File: src/rtl/simple_processor_pkg.sv
// Shared constants and types for the simple processor control unit.
// The optional IllegalOp flag is enabled with SIMPLE_PROC_CTRL_ILLEGAL_FLAG_EN.
package simple_processor_pkg;

    localparam int INSTR_W_C  = 9;
    localparam int NUM_REGS_C = 8;

    localparam int OPC_MSB = 8;
    localparam int X_LSB   = 3;
    localparam int Y_LSB   = 0;

    localparam logic [2:0] OP_MV  = 3'b000;
    localparam logic [2:0] OP_ADD = 3'b001;
    localparam logic [2:0] OP_SUB = 3'b010;
    localparam logic [2:0] OP_MVI = 3'b011;

    typedef enum logic [1:0] {
        T0 = 2'b00,
        T1 = 2'b01,
        T2 = 2'b10,
        T3 = 2'b11
    } state_e;

    function automatic logic is_illegal(input logic [2:0] opc);
        return opc[2];
    endfunction

endpackage

File: src/rtl/simple_processor_if.sv
// Control-side bundle between DIN/Run and the datapath enables.
// IllegalOp exists only when SIMPLE_PROC_CTRL_ILLEGAL_FLAG_EN is defined.
interface simple_processor_if;
    import simple_processor_pkg::*;

    logic                  Run;
    logic [INSTR_W_C-1:0]  DIN;
    logic [INSTR_W_C-1:0]  IRout;
    logic [NUM_REGS_C-1:0] Rin;
    logic [NUM_REGS_C-1:0] Rout;
    logic                  Gout;
    logic                  DINout;
    logic                  Ain;
    logic                  Gin;
    logic                  AddSub;
    logic                  Done;
`ifdef SIMPLE_PROC_CTRL_ILLEGAL_FLAG_EN
    logic                  IllegalOp;
`endif

    modport master (
        output Run, DIN,
        input  IRout, Rin, Rout, Gout, DINout,
        input  Ain, Gin, AddSub, Done
`ifdef SIMPLE_PROC_CTRL_ILLEGAL_FLAG_EN
        , input IllegalOp
`endif
    );

    modport slave (
        input  Run, DIN,
        output IRout, Rin, Rout, Gout, DINout,
        output Ain, Gin, AddSub, Done
`ifdef SIMPLE_PROC_CTRL_ILLEGAL_FLAG_EN
        , output IllegalOp
`endif
    );

endinterface

File: src/rtl/simple_processor_dec3to8.sv
// 3-to-8 one-hot decoder with enable; all-zero when disabled.
module simple_processor_dec3to8 (
    input  logic [2:0] w_i,
    input  logic       en_i,
    output logic [7:0] y_o
);

    always_comb begin
        y_o = 8'h00;
        if (en_i) y_o[w_i] = 1'b1;
    end

endmodule

File: src/rtl/simple_processor_control.sv
// Sequencer for the 9-bit simple processor: fetch in T0, execute in T1..T3.
// Define SIMPLE_PROC_CTRL_ILLEGAL_FLAG_EN to add the sticky IllegalOp flag.
module simple_processor_control
    import simple_processor_pkg::*;
#(
    parameter int INSTR_W  = 9,
    parameter int NUM_REGS = 8
) (
    input  logic                Clock,
    input  logic                Reset,
    simple_processor_if.slave   ctl
);

    localparam logic [1:0] S_T0 = T0;
    localparam logic [1:0] S_T1 = T1;
    localparam logic [1:0] S_T2 = T2;
    localparam logic [1:0] S_T3 = T3;

    if (INSTR_W != INSTR_W_C || NUM_REGS != NUM_REGS_C) begin : g_bad_cfg
        $error("simple_processor_control: INSTR_W must be 9, NUM_REGS 8");
    end

    logic [1:0]           state_q, state_d;
    logic [INSTR_W_C-1:0] ir_q, ir_d;

    logic [2:0] opc, fx, fy;
    logic [2:0] rin_sel, rout_sel;
    logic       rin_en, rout_en;
    logic       gout, dinout, ain, gin, addsub, done;

    assign opc = ir_q[OPC_MSB -: 3];
    assign fx  = ir_q[X_LSB +: 3];
    assign fy  = ir_q[Y_LSB +: 3];

    always_comb begin
        state_d  = S_T0;
        ir_d     = ir_q;
        rin_en   = 1'b0;
        rin_sel  = fx;
        rout_en  = 1'b0;
        rout_sel = fy;
        gout     = 1'b0;
        dinout   = 1'b0;
        ain      = 1'b0;
        gin      = 1'b0;
        addsub   = 1'b0;
        done     = 1'b0;
        case (state_q)
            S_T0: begin
                if (ctl.Run) begin
                    ir_d    = ctl.DIN;
                    state_d = S_T1;
                end
            end
            S_T1: begin
                case (opc)
                    OP_MV: begin
                        rout_en = 1'b1;
                        rin_en  = 1'b1;
                        done    = 1'b1;
                    end
                    OP_MVI: begin
                        dinout = 1'b1;
                        rin_en = 1'b1;
                        done   = 1'b1;
                    end
                    OP_ADD, OP_SUB: begin
                        rout_sel = fx;
                        rout_en  = 1'b1;
                        ain      = 1'b1;
                        state_d  = S_T2;
                    end
                    // illegal opcodes complete as a NOP
                    default: done = 1'b1;
                endcase
            end
            S_T2: begin
                rout_en = 1'b1;
                gin     = 1'b1;
                addsub  = (opc == OP_SUB);
                state_d = S_T3;
            end
            S_T3: begin
                gout   = 1'b1;
                rin_en = 1'b1;
                done   = 1'b1;
            end
            default: state_d = S_T0;
        endcase
    end

    always_ff @(posedge Clock or posedge Reset) begin
        if (Reset) begin
            state_q <= S_T0;
            ir_q    <= '0;
        end else begin
            state_q <= state_d;
            ir_q    <= ir_d;
        end
    end

    simple_processor_dec3to8 u_dec_rin (
        .w_i  (rin_sel),
        .en_i (rin_en),
        .y_o  (ctl.Rin)
    );

    simple_processor_dec3to8 u_dec_rout (
        .w_i  (rout_sel),
        .en_i (rout_en),
        .y_o  (ctl.Rout)
    );

    assign ctl.IRout  = ir_q;
    assign ctl.Gout   = gout;
    assign ctl.DINout = dinout;
    assign ctl.Ain    = ain;
    assign ctl.Gin    = gin;
    assign ctl.AddSub = addsub;
    assign ctl.Done   = done;

`ifdef SIMPLE_PROC_CTRL_ILLEGAL_FLAG_EN
    logic ill_q, ill_d;

    assign ill_d = ill_q | ((state_q == S_T1) & is_illegal(opc));

    always_ff @(posedge Clock or posedge Reset) begin
        if (Reset) ill_q <= 1'b0;
        else       ill_q <= ill_d;
    end

    assign ctl.IllegalOp = ill_q;
`endif

endmodule

File: src/flat_wrapper.sv
// flat-port wrapper written by rule: the top's interface ports become plain ports
module simple_processor_control_flat import simple_processor_pkg::*;
#(
    parameter int INSTR_W  = 9,
    parameter int NUM_REGS = 8
)
  (Clock, Reset, ctl_Run, ctl_DIN, ctl_IRout, ctl_Rin, ctl_Rout, ctl_Gout, ctl_DINout, ctl_Ain, ctl_Gin, ctl_AddSub, ctl_Done);
  simple_processor_if ctl_i ();
  input  logic Clock;
  input  logic Reset;
  input wire logic [$bits(ctl_i.Run)-1:0] ctl_Run;
  input wire logic [$bits(ctl_i.DIN)-1:0] ctl_DIN;
  output wire logic [$bits(ctl_i.IRout)-1:0] ctl_IRout;
  output wire logic [$bits(ctl_i.Rin)-1:0] ctl_Rin;
  output wire logic [$bits(ctl_i.Rout)-1:0] ctl_Rout;
  output wire logic [$bits(ctl_i.Gout)-1:0] ctl_Gout;
  output wire logic [$bits(ctl_i.DINout)-1:0] ctl_DINout;
  output wire logic [$bits(ctl_i.Ain)-1:0] ctl_Ain;
  output wire logic [$bits(ctl_i.Gin)-1:0] ctl_Gin;
  output wire logic [$bits(ctl_i.AddSub)-1:0] ctl_AddSub;
  output wire logic [$bits(ctl_i.Done)-1:0] ctl_Done;
  assign ctl_i.Run = ctl_Run;
  assign ctl_i.DIN = ctl_DIN;
  assign ctl_IRout = ctl_i.IRout;
  assign ctl_Rin = ctl_i.Rin;
  assign ctl_Rout = ctl_i.Rout;
  assign ctl_Gout = ctl_i.Gout;
  assign ctl_DINout = ctl_i.DINout;
  assign ctl_Ain = ctl_i.Ain;
  assign ctl_Gin = ctl_i.Gin;
  assign ctl_AddSub = ctl_i.AddSub;
  assign ctl_Done = ctl_i.Done;
  simple_processor_control #(.INSTR_W(INSTR_W), .NUM_REGS(NUM_REGS)) u_core (.Clock(Clock), .Reset(Reset), .ctl(ctl_i));
endmodule
File: config.mk
export PLATFORM = sky130hd
export DESIGN_NAME = simple_processor_control_flat
export DESIGN_NICKNAME = d
export VERILOG_FILES = /design/src/rtl/simple_processor_pkg.sv /design/src/rtl/simple_processor_if.sv /design/src/rtl/simple_processor_dec3to8.sv /design/src/rtl/simple_processor_control.sv /design/src/flat_wrapper.sv
export SDC_FILE = /design/constraint.sdc
export NUM_CORES = 1
export LEC_CHECK = 0
export BUFFER_PORTS_ARGS = -buffer_cell sky130_fd_sc_hd__buf_2
export CORE_UTILIZATION = 40
export DETAILED_ROUTE_END_ITERATION = 16
export PLACE_DENSITY = 0.8
export SLEW_MARGIN = 20
export SYNTH_ARGS = -nofsm -noshare
export SYNTH_HDL_FRONTEND = slang
export SYNTH_SLANG_ARGS = --single-unit
File: constraint.sdc
create_clock -name Clock -period 2.67 [get_ports Clock]
set_input_delay 0.1335 -clock Clock [delete_from_list [all_inputs] [get_ports Clock]]
set_output_delay 0.1335 -clock Clock [all_outputs]
set_load 0.05 [all_outputs]
==> results_dict.tcl <==
set metrics [dict create \
    grt_pass1_vias 610 \
    h-tree-depth 1 \
    via_per_inst 4.91 \
    r2r_slack_ns 1.15 \
    cts.sinks 11 \
    fmax_mhz 434 \
    yosys.area_share.adder_pct 6.88 \
    avgRoutedWirePerCell_um 11.7 \
    drt_pass1_iterations 5 \
    overflow 0 \
    synth_top_family_by_area "simple AND/OR/NAND/NOR gates" \
    use_met2_pct 27.9 \
    synth.distinct_cells 24 \
    drv_slew 0 \
    relSlewSlack_pct 72.3 \
    place_area_um2 968 \
    place_congestion 0.679 \
    status "finished clean" \
    routed_wl_um 1660 \
    seq_area_frac_synth_pct 37.9 \
    synth_compound_area_share_pct 6.20 \
    die_area_um2 1990 \
    nFillCells 149 \
    grt_antenna_before_repair 0 \
    netlist.area_leader.share_pct 37.9 \
    worstRegToRegCells 4 \
    start_kind "flop" \
    finalCritPeriodShare_pct 86.4 \
    hold_path.class "input port to flop" \
    cpMaxStageDelayCell "dfrtp_1" \
    synth_area_per_cell_um2 10.4 \
    power_w 0.00144 \
    core_area_um2 1710 \
    grt_use_met1_pct 20.5 \
    ys_top_cells_by_area "dfrtp_1 38%, mux2_2 14%, ha_1 6.9%" \
    p_per_area_nw_per_um2 1430 \
    yosys.area_share.simple_pct 27.0 \
    die_h_um 44.6 \
    cts_tree "done" \
    synth_xor_area_share_pct 2.24 \
    synth_seq_cells 11 \
    portBuffers 42 \
    hp-start "ctl_DIN[1]" \
    area_delta_synth_final_pct 38.2 \
    rsz0062_at_grt "false" \
    synth_common_cells "11 x dfrtp_1, 9 x mux2_2, 7 x nor2_1" \
    yosysWarnings 0 \
    drc_errors 0 \
    worst_r2r_endpoint "u_core.ctl.IRout[3]" \
    cts_buffer_depth 2 \
    cellLeakagePower_nw 0.535 \
    busiest_layer "met2" \
    fin_area_um2 1000 \
    hold_path_depth 2 \
    synth_flop_cell "dfrtp_1" \
    path_class "flop to output pin" \
    grt_usage_pct 16.8 \
    crit_chain "inv_1 > ha_1 > nand2b_1 > nor2_4 > mux2i_2 > nor3b_1 > buf_2" \
    grt_start_max_net_pins 12 \
    ios 43 \
    rows 15 \
    max-vdd-ir-drop_uv 899 \
    die_w_um 44.6 \
    final_cells 142 \
    synthMuxAreaShare_pct 17.7 \
    setup_ws_ns 0.364 \
    syn_inst 70 \
    hpwlAfterDp_um 1320 \
    cts_resized 0 \
    period_needed_ns 2.31 \
    synth_top_cell_by_area "dfrtp_1" \
    hold_violations 0 \
    setup_viol 0 \
    netlist_area_um2 727 \
    crit_buf_inv 2 \
    worstPathRequired_ns 2.54 \
    gr-usage-met3_pct 2.04 \
    n_antenna_cell 0 \
    cts_root_buffer "clkbuf_4" \
    synth_edf_count 0 \
    crit_arrival_ns 2.17 \
    via_count 697 \
    cts.clk_slew.worst_paths_ns 0.07 \
    antenna_left 0 \
    synthArstFlopShare_pct 100 \
    clk-insertion-delay-late_ns 0.26 \
    grt_pass1_wl_um 2410 \
    nets 134 \
    critical-path-top-delay-family "simple AND/OR/NAND/NOR gates" \
    synth_nets 86 \
    pre_cts_slack_ns 0.646 \
    synth.most_common_cell "dfrtp_1" \
    path_max_fanout 8 \
    drive_gt1_share_pct 52.1 \
    drt-initial-drc-count 22 \
    whs_endpoint "u_core.ctl.IRout[1]" \
    skew_ns 0.00277 \
    critPathMaxStageDelay_ns 0.43 \
    tightest_slew_ns 0.415 \
    cts_buffers 3 \
    start_util_pct 42.6 \
    regToRegStartpoint "u_core.state_q[1]" \
    cp-end-kind "output pin" \
    dp.cells 137 \
    max-cap-violations 0 \
]
-- state kept, by name, summed over array words and instances, names as in the netlist --
register	count
u_core.state_q	2
u_core.ctl.IRout	9
-- final cells by class --
class	count	area, µm²	share of cell area [%]
multi-input cells	55	437	43.5
flip-flops and latches	11	275	27.4
repair buffers	43	220	21.9
well taps	25	31.3	3.11
clock buffers	4	26.3	2.62
inverters	4	15.0	1.49
-- power by group --
group	internal (W)	total [W]	switching [W]	leakage, nW
clock network	0.0000577	0.000107	0.0000498	0.0150
registers	0.000248	0.000363	0.000115	0.131
logic	0.000287	0.000971	0.000684	0.389
total	0.000593	0.00144	0.000848	0.535
-- placed cells by master, fill, tap and decap left out --
cell           instances
a211oi_2               1
a21oi_1                2
and2b_1                1
and3_1                 1
and3b_1                3
and4bb_2               1
buf_2                 42
clkbuf_1               1
clkbuf_4               3
dfrtp_1               11
dlygate4sd3_1          1
ha_1                   4
inv_1                  4
mux2_2                 9
mux2i_2                2
nand2_1                4
nand2b_1               5
nand3b_1               1
nand4b_1               1
nor2_1                 7
nor2_4                 1
nor3_1                 3
nor3b_1                3
o21ai_0                2
o21ai_1                1
o31ai_1                1
or2_2                  1
xnor2_2                1
-- worst max-delay path by stage --
stage	from	end	slack, ns	cells after the start
2_1_floorplan	u_core.ctl.IRout[6]	ctl_Rout[2]	-0.31	4
3_3_place_gp	u_core.state_q[1]	ctl_Rout[2]	0.75	7
3_5_place_dp	u_core.state_q[1]	ctl_Rout[2]	0.65	7
4_1_cts	u_core.state_q[1]	ctl_Rout[2]	0.35	7
5_1_grt	u_core.state_q[1]	ctl_Rout[4]	0.19	7
6_report	u_core.state_q[1]	ctl_Rout[2]	0.36	7
-- kinds of logic (layout without fill, tap and decap cells) --
kind of cell / after synthesis / after routing
flops: 11 / 11
mux: 11 / 11
compound gates: 7 / 7
fa+ha+maj: 4 / 4
buf+inv: 4 / 51
xor+xnor: 1 / 1
simple gates: 32 / 32
-- metal layers --
metal	vias up	wire length [µm]	part of all wire, %
met5	-	0	0
met4	0	12	0.72
met3	2	96	5.8
met2	24	817	49
met1	329	738	44
li1	342	-	-
-- through the flow --
| step | TNS, ns | hold WS (ns) | util (%) |
|---|---|---|---|
| 6_report | 0 | 0.102 | 58.8 |
| 5_1_grt | 0 | 0.0971 | 58.8 |
| 4_1_cts | 0 | 0.0967 | 58.8 |
| 3_5_place_dp | 0 | 0.140 | 56.7 |
| 3_3_place_gp | 0 | 0.130 | 56.7 |
| 2_1_floorplan | -0.766 | -0.0141 | - |
-- repair_timing --
action                                 4_1_cts  5_1_grt
setup buffers                                0        0
hold buffers                                 1        0
setup endpoints to repair                    0        0
endpoints found under the hold margin       11        0
No activity file was read; power rests on OpenSTA's default activity.
